**src/rtl/pong_match_ctrl.sv**
```systemverilog
// Match-level sequencer for the pong game: start/serve/play/over and step gating.
// Optional pause support is compiled in with PONG_PAUSE_EN.
module pong_match_ctrl #(
  parameter int SERVE_FRAMES = 60,
  parameter int WIN_SCORE    = 11,
  parameter int OVER_FRAMES  = 180
) (
  input  logic       clk,
  input  logic       reset_n,
  input  logic       frame_tick,
  input  logic       btn_start,
  input  logic       btn_pause,
  input  logic [2:0] sm_state,
  input  logic [3:0] score_left,
  input  logic [3:0] score_right,
  output logic       start_game,
  output logic       step_en,
  output logic       serving,
  output logic       paused,
  output logic       match_over,
  output logic [1:0] winner,
  output logic [7:0] frame_cnt
);

  localparam logic [7:0] SERVE_N = SERVE_FRAMES[7:0];
  localparam logic [7:0] OVER_N  = OVER_FRAMES[7:0];
  localparam logic [3:0] WIN_N   = WIN_SCORE[3:0];
  localparam logic [2:0] PT_OVER = 3'b101;
  localparam logic [2:0] GM_OVER = 3'b110;

  typedef enum logic [2:0] {
    S_IDLE  = 3'd0,
    S_SERVE = 3'd1,
    S_PLAY  = 3'd2,
    S_PAUSE = 3'd3,
    S_OVER  = 3'd4
  } state_t;

  state_t     state, state_d;
  state_t     ret_q, ret_d;
  logic [7:0] cnt_q, cnt_d;
  logic [1:0] win_q, win_d;
  logic       start_q, pause_q;
  logic       start_d;
  logic [2:0] sm_q;

  logic start_edge, pause_edge;
  logic point_edge, game_end;
  logic left_win, right_win;

  assign start_edge = btn_start & ~start_q;

`ifdef PONG_PAUSE_EN
  assign pause_edge = btn_pause & ~pause_q;
`else
  logic unused_pause;
  assign pause_edge   = 1'b0;
  assign unused_pause = btn_pause ^ pause_q;
`endif

  // point_over is acted on once, on the cycle it first appears
  assign point_edge = (sm_state == PT_OVER) &&
                      (sm_q != PT_OVER);
  assign game_end   = (sm_state == GM_OVER);
  assign left_win   = (score_left >= WIN_N);
  assign right_win  = (score_right >= WIN_N);

  always_comb begin
    state_d = state;
    ret_d   = ret_q;
    cnt_d   = cnt_q;
    win_d   = win_q;
    start_d = 1'b0;
    step_en = 1'b0;
    unique case (state)
      S_IDLE: begin
        if (start_edge) begin
          start_d = 1'b1;
          cnt_d   = SERVE_N;
          win_d   = 2'b00;
          state_d = S_SERVE;
        end
      end
      S_SERVE: begin
        if (pause_edge) begin
          ret_d   = S_SERVE;
          state_d = S_PAUSE;
        end else if (frame_tick) begin
          if (cnt_q <= 8'd1) begin
            cnt_d   = 8'd0;
            state_d = S_PLAY;
          end else begin
            cnt_d = cnt_q - 8'd1;
          end
        end
      end
      S_PLAY: begin
        if (game_end || (point_edge &&
            (left_win || right_win))) begin
          state_d = S_OVER;
          cnt_d   = OVER_N;
          win_d   = left_win  ? 2'b01 :
                    right_win ? 2'b10 : 2'b00;
        end else if (point_edge) begin
          cnt_d   = SERVE_N;
          state_d = S_SERVE;
        end else if (pause_edge) begin
          ret_d   = S_PLAY;
          state_d = S_PAUSE;
        end else begin
          step_en = frame_tick;
        end
      end
      S_PAUSE: begin
        if (pause_edge) state_d = ret_q;
      end
      S_OVER: begin
        if (frame_tick) begin
          if (cnt_q <= 8'd1) begin
            cnt_d   = 8'd0;
            win_d   = 2'b00;
            state_d = S_IDLE;
          end else begin
            cnt_d = cnt_q - 8'd1;
          end
        end
      end
      default: state_d = S_IDLE;
    endcase
  end

  always_ff @(posedge clk or negedge reset_n) begin
    if (!reset_n) begin
      state      <= S_IDLE;
      ret_q      <= S_SERVE;
      cnt_q      <= 8'd0;
      win_q      <= 2'b00;
      start_q    <= 1'b0;
      pause_q    <= 1'b0;
      sm_q       <= 3'b000;
      start_game <= 1'b0;
    end else begin
      state      <= state_d;
      ret_q      <= ret_d;
      cnt_q      <= cnt_d;
      win_q      <= win_d;
      start_q    <= btn_start;
      pause_q    <= btn_pause;
      sm_q       <= sm_state;
      start_game <= start_d;
    end
  end

  assign serving    = (state == S_SERVE);
  assign match_over = (state == S_OVER);
  assign winner     = win_q;
  assign frame_cnt  = cnt_q;

`ifdef PONG_PAUSE_EN
  assign paused = (state == S_PAUSE);
`else
  assign paused = 1'b0;
`endif

endmodule

```
**config.mk**
```make
export PLATFORM = sky130hd
export DESIGN_NAME = pong_match_ctrl
export DESIGN_NICKNAME = d
export VERILOG_FILES = /design/src/rtl/pong_match_ctrl.sv
export SDC_FILE = /design/constraint.sdc
export NUM_CORES = 1
export LEC_CHECK = 0
export ABC_CLOCK_PERIOD_IN_PS = 2300
export BUFFER_PORTS_ARGS = -buffer_cell sky130_fd_sc_hd__buf_4
export CAP_MARGIN = 15
export CORE_UTILIZATION = 40
export CTS_CLUSTER_DIAMETER = 40
export DETAILED_ROUTE_END_ITERATION = 10
export HOLD_SLACK_MARGIN = 0.08
export PLACE_DENSITY = 0.65
export SLEW_MARGIN = 20
export SYNTH_ARGS = -nofsm -noshare
export SYNTH_HDL_FRONTEND = slang
export SYNTH_SLANG_ARGS = --single-unit
```
**constraint.sdc**
```tcl
create_clock -name clk -period 2.3 [get_ports clk]
set_clock_uncertainty 0.15 [all_clocks]
set_input_delay 0.23 -clock clk [delete_from_list [all_inputs] [get_ports clk]]
set_output_delay 0.23 -clock clk [all_outputs]
set_load 0.02 [all_outputs]
```
==> impl_results.md, run 1 <==
- Outcome: completed
- Port Buf Inserts: 28
- Crit-path leading delay family: simple AND/OR/NAND/NOR gates
- Clock latency on the worst-skew pair: 300 ps
- # rows: 18
- Met1 WL: 1300 um
- Share of cells above drive strength 1: 0.261
- Comb pwr share: 0.552
- GR Util All Layers: 0.205
- Crit path time final: 2090 ps
- Worst Path Arrival: 2140 ps
- CP max FO: 5
- Vias: 1077
- Final Hold Fails: 0
- Hold crit path type: primary input to flip-flop
- Drt drc: 0
- CTS sink count: 18
- Distinct cells, synth: 42
- Mean Syn Cell Area: 8.80 um^2
- Drt pass-1 iters: 4
- Vias in the first global route: 1007
- TNS Setup: 0 ps
- Final net count: 184
- Worst slew pin tran: 661 ps
- Slowest CP cell: dfrtp_1
- Clk network pwr share: 0.123
- CP endpoint kind: flip-flop
- Layout area overhead: 32.3%
- Startpoint Class: flip-flop
- Sequential fraction of the synthesis area: 0.403
- # IOs: 31
- Synth Cell Area: 0.00112 mm^2
- TritonCTS clock tree: built
- GR Overflow Total: 0
- NetSw: 0.786 mW
- Die Height: 54.9 um
- Synth Instances: 127
- Routed Antenna Nets: 0
- Max Freq: 479 MHz
- Post-synth EDFFs: 0
- Num CTS Buffers: 3
- Slew Limit Fails: 0
- Die Wd: 54.9 um
- Worst Path Required: 2350 ps
- Syn Nets: 145
- GPL Wtd Cong: 0.815
- Switching fraction of total power: 0.469
- WP depth: 5
- Internal: 0.888 mW
- Clk root buf: clkbuf_4
- Wirelength per Cell: 13.8 um
- Final setup viols: 0
- Detailed placer's ending HPWL: 2020 um
- Crit Path Class: flip-flop to flip-flop
- PD cells: 1130 mW/mm^2
- Most frequent cells in the layout: buf_4, dfrtp_1, inv_1
- Final worst-path cycle share: 0.908
- Worst-path clk slew: 110 ps
- RSZ-0062 raised after global routing: no
- Synthesis-stage register bit count: 18
- 1st-iter DRT viols: 24
- Cells along the critical path: nor4_4, o211ai_4, and2_4, or3b_1, a22o_1
- Lkg Pwr: 0.717 nW
- Cell depth of the worst flop-to-flop path: 5
- Slew HR: 0.558
- Top sig layer: met4
- Initial antenna violation count: 0
- CTS Buffer Depth: 2
- # H-tree levels: 1
- Ys flop type: dfrtp_1
- Layout fillers: 252
- Most common cell after layout, fill and taps aside: buf_4
- Crit path buffers/inverters: 0
- Yosys warning total: 0
- Max stage delay on crit path: 460 ps
- Fin util: 0.576
- Via-per-instance ratio: 5.52
- Hold Crit Depth: 4
- # diodes: 0
- Core area: 0.00257 mm^2
- Max-Cap Viols: 0
- Peak supply drop: 0.890 mV
- Total die area: 0.00301 mm^2
- Final WL: 2690 um
- Starting density of the core: 0.435
- Pin count of the biggest net entering global routing: 19
- Ys async rst share: 1.00
- DR WL met3: 105 um
- First-pass GRT wire length: 4460 um
- Seq pwr share: 0.324
- Met2 Wirelength: 1260 um
area by class of cell:
type                       instances  area [um^2]  area share
multi-input combinational         91          603       0.408
sequential                        18          450       0.305
timing repair buffer              38          298       0.202
inverter                          14         52.6      0.0356
tap                               30         37.5      0.0254
clock buffer                       4         36.3      0.0246
per-stage QoR:
stage          setup WS (ps)  cells  cell area [um^2]  hold WS (ps)  power, mW
5_1_grt                 82.9    195              1480           154       1.81
6_report                 212    195              1480           137       1.67
3_3_place_gp             171    186              1380         -35.4       1.43
4_1_cts                 7.88    195              1470           136       1.67
2_1_floorplan            307    127              1120          -216       1.13
3_5_place_dp             120    186              1380         -33.6       1.46
power by group through the flow:
stage | clock (mW) | combinational (mW) | sequential [mW]
2_1_floorplan | 0 | 0.518 | 0.612
3_3_place_gp | 0 | 0.883 | 0.542
3_5_place_dp | 0 | 0.906 | 0.551
4_1_cts | 0.207 | 0.917 | 0.543
5_1_grt | 0.218 | 1.02 | 0.564
6_report | 0.206 | 0.924 | 0.543
metal layers:
layer	vias to the layer above	GRT usage
li1	539	-
met1	505	0.293
met2	31	0.315
met3	2	0.0250
met4	0	0.0684
met5	-	0
worst register-to-register path, cell delays in order, from the launching register on:
cell      delay (ps)
dfrtp_1          460
nor4_4           430
o211ai_4         170
and2_4           190
or3b_1           400
a22o_1           200
synthesized netlist by cell type (3+ instances only):
cell	n	area, um^2
nand3_1	4	20.0
a31oi_1	4	25.0
buf_2	3	15.0
dfrtp_1	18	450
a21oi_1	13	65.1
o21ai_0	7	35.0
nand2b_1	4	25.0
inv_1	14	52.6
o22ai_1	5	31.3
nor2_1	9	33.8
nand2_1	8	30.0
sequential cells by signal, indices dropped and copies added, names as in the netlist:
name and count:
state 3, sm_q 3, start_q 1, winner 2
start_game 1, frame_cnt 8
path summary, 6_finish.rpt:
check / start / endpoint / slack (ps)
max: frame_cnt[4]$_DFFE_PN0P_ / winner[0]$_DFFE_PN0P_ / 210
min: score_left[3] / winner[0]$_DFFE_PN0P_ / 140
max reg2reg: frame_cnt[4]$_DFFE_PN0P_ / winner[0]$_DFFE_PN0P_ / 210
min reg2reg: winner[1]$_DFFE_PN0P_ / winner[1]$_DFFE_PN0P_ / 370
max in group asynchronous: reset_n / sm_q[2]$_DFF_PN0_ / 1630
min in group asynchronous: reset_n / start_game$_DFF_PN0_ / 170
logic make-up (layout without fill, tap and decap cells):
| group | Yosys count | after routing | share of synthesized area |
|---|---|---|---|
| AO/OA/AOI/OAI | 45 | 45 | 0.272 |
| AND/OR/NAND/NOR | 41 | 41 | 0.216 |
| flip-flops | 18 | 18 | 0.403 |
| buffers and inverters | 18 | 56 | 0.0672 |
| adder cells (fa/ha/maj) | 2 | 2 | 0.0224 |
| XOR/XNOR | 2 | 2 | 0.0157 |
| other | 1 | 1 | 0.00336 |
repair_timing:
action / in CTS / in global routing
endpoints found under the hold margin: 22 / 0
setup buffers: 0 / 0
resized for setup: 0 / 1
setup endpoints to repair: 0 / 1
hold buffers: 5 / 0
(Power assumes the default switching activity.)
==> run 2, diff against run 1 <==
Settings changed: CORE_UTILIZATION 40 to 51, PLACE_DENSITY 0.65 to 0.79, SETUP_SLACK_MARGIN set to 0.15.
==> run 2 against run 1 <==
Net effect:
- critical path depth is the same
- clock power grew 2%
- utilization grew 16 points
- maximum frequency grew 1.8%
- non-clock buffer count is the same
- combinational power grew 0.6%
- flip-flop and latch count is the same
- critical path type unchanged
- critical endpoint is now winner[1]$_DFFE_PN0P_
- largest power group unchanged
==> impl_results.md, run 2 (synthesis results as in run 1) <==
- Outcome: completed
- Hold Crit Endpoint: winner[0]$_DFFE_PN0P_
- PD cells: 1140 mW/mm^2
- Max Freq: 487 MHz
- Comb pwr share: 0.554
- Final Hold Fails: 0
- Die Height: 48.8 um
- Starting density of the core: 0.558
- Post-route cell area: 0.00147 mm^2
- Initial antenna violation count: 0
- GR Overflow Total: 0
- Crit path time final: 2050 ps
- Hold crit path type: primary input to flip-flop
- # IOs: 31
- Hold Crit Depth: 4
- Slew HR: 0.665
- Post-CTS Setup Inserts: 0
- Final setup viols: 0
- Worst-path clk slew: 110 ps
- Total die area: 0.00238 mm^2
- Worst Path Arrival: 2110 ps
- Drt drc: 0
- R2r startpoint: frame_cnt[4]$_DFFE_PN0P_
- Crit Path Class: flip-flop to flip-flop
- Vias in the first global route: 1044
- Layout area overhead: 31.7%
- Slew Limit Fails: 0
- Detailed placer's ending HPWL: 1970 um
- Drt pass-1 iters: 5
- Wirelength per Cell: 14.2 um
- 1st-iter DRT viols: 38
- Worst slew pin tran: 502 ps
- Max-Cap Viols: 0
- GPL Wtd Cong: 0.900
- Most frequent cells in the layout: buf_4, dfrtp_1, inv_1
- Routed Antenna Nets: 0
- Critical R2R Capture: winner[1]$_DFFE_PN0P_
- Clock latency on the worst-skew pair: 310 ps
- TritonCTS clock tree: built
- Clk root buf: clkbuf_4
- Core area: 0.00200 mm^2
- Lkg Pwr: 0.716 nW
- Startpoint Class: flip-flop
- Layout fillers: 155
- Final worst-path cycle share: 0.892
- GR Util All Layers: 0.250
- Port Buf Inserts: 28
- Peak supply drop: 0.838 mV
- Switching fraction of total power: 0.472
- Share of cells above drive strength 1: 0.261
- Worst min-delay path startpoint: score_left[3]
- Pin count of the biggest net entering global routing: 19
- Most common cell after layout, fill and taps aside: buf_4
- Num CTS Buffers: 3
- Cell depth of the worst flop-to-flop path: 5
- Clk network pwr share: 0.125
- CTS sink count: 18
- Reg2reg setup slack: 250 ps
- Vias: 1116
- Final net count: 184
- Worst Path Required: 2360 ps
- # H-tree levels: 1
- CTS Buffer Depth: 2
- RSZ-0062 raised after global routing: no
- Max FFs per register: 8
- TNS Setup: 0 ps
- Final WL: 2730 um
- Die Wd: 48.8 um
- Seq pwr share: 0.321
- Placed cell area: 0.00138 mm^2
- First-pass GRT wire length: 4660 um
- CP endpoint kind: flip-flop
- Via-per-instance ratio: 5.81
- # diodes: 0
- Internal: 0.888 mW
- # rows: 16
- CP max FO: 5
- NetSw: 0.793 mW
[run 2: final cells by class]
class	count	area, um^2	area share
Clock buffer	4	36.3	0.0247
Inverter	14	52.6	0.0357
Multi-Input combinational cell	91	601	0.408
Sequential cell	18	450	0.306
Tap cell	27	33.8	0.0230
Timing Repair Buffer	38	298	0.202
[run 2: critical path, stage by stage, from the launching register on]
cell and delay, ps:
dfrtp_1 450, nor4_4 420, o211ai_4 170, and2_4 190
or3b_1 390, a21o_1 190
[run 2: metrics by stage]
step	hold WS, ps	setup WS, ps	utilization	cells	power [mW]
after floorplan	-216	307	-	127	1.13
after global placement	-38.9	295	0.688	183	1.41
after detailed placement	-35.4	257	0.688	183	1.45
after CTS	136	156	0.731	192	1.66
after global routing	195	152	0.735	192	1.79
final	134	249	0.735	192	1.68
[run 2: worst max path at each step]
stage | startpoint | endpoint | cells after the start
floorplan | frame_cnt[5]$_DFFE_PN0P_ | winner[0]$_DFFE_PN0P_ | 5
global placement | frame_cnt[5]$_DFFE_PN0P_ | winner[0]$_DFFE_PN0P_ | 5
detailed placement | frame_cnt[5]$_DFFE_PN0P_ | winner[0]$_DFFE_PN0P_ | 5
CTS | btn_start | frame_cnt[7]$_DFFE_PN0P_ | 8
global route | sm_state[2] | frame_cnt[4]$_DFFE_PN0P_ | 7
finish | frame_cnt[4]$_DFFE_PN0P_ | winner[1]$_DFFE_PN0P_ | 5
[run 2: what timing repair did]
action	in CTS	in global routing
hold endpoints to repair	22	0
endpoints found under the setup margin	0	8
hold buffers	5	0
gates resized for setup	0	2
[run 2: power by group through the flow]
stage / Clock [mW] / Combinational (mW) / Sequential, mW
after floorplan: 0 / 0.518 / 0.612
after global placement: 0 / 0.874 / 0.539
after detailed placement: 0 / 0.910 / 0.543
after CTS: 0.205 / 0.920 / 0.537
after global routing: 0.218 / 1.01 / 0.561
final: 0.211 / 0.930 / 0.539
[run 2: per-layer routing]
metal | share of wire | up-vias | routed length, um | track usage
met5 | 0 | - | 0 | 0
met4 | 0.0099 | 0 | 27 | 0.0637
met3 | 0.073 | 4 | 198 | 0.0312
met2 | 0.47 | 54 | 1280 | 0.414
met1 | 0.45 | 521 | 1220 | 0.346
li1 | - | 537 | - | -
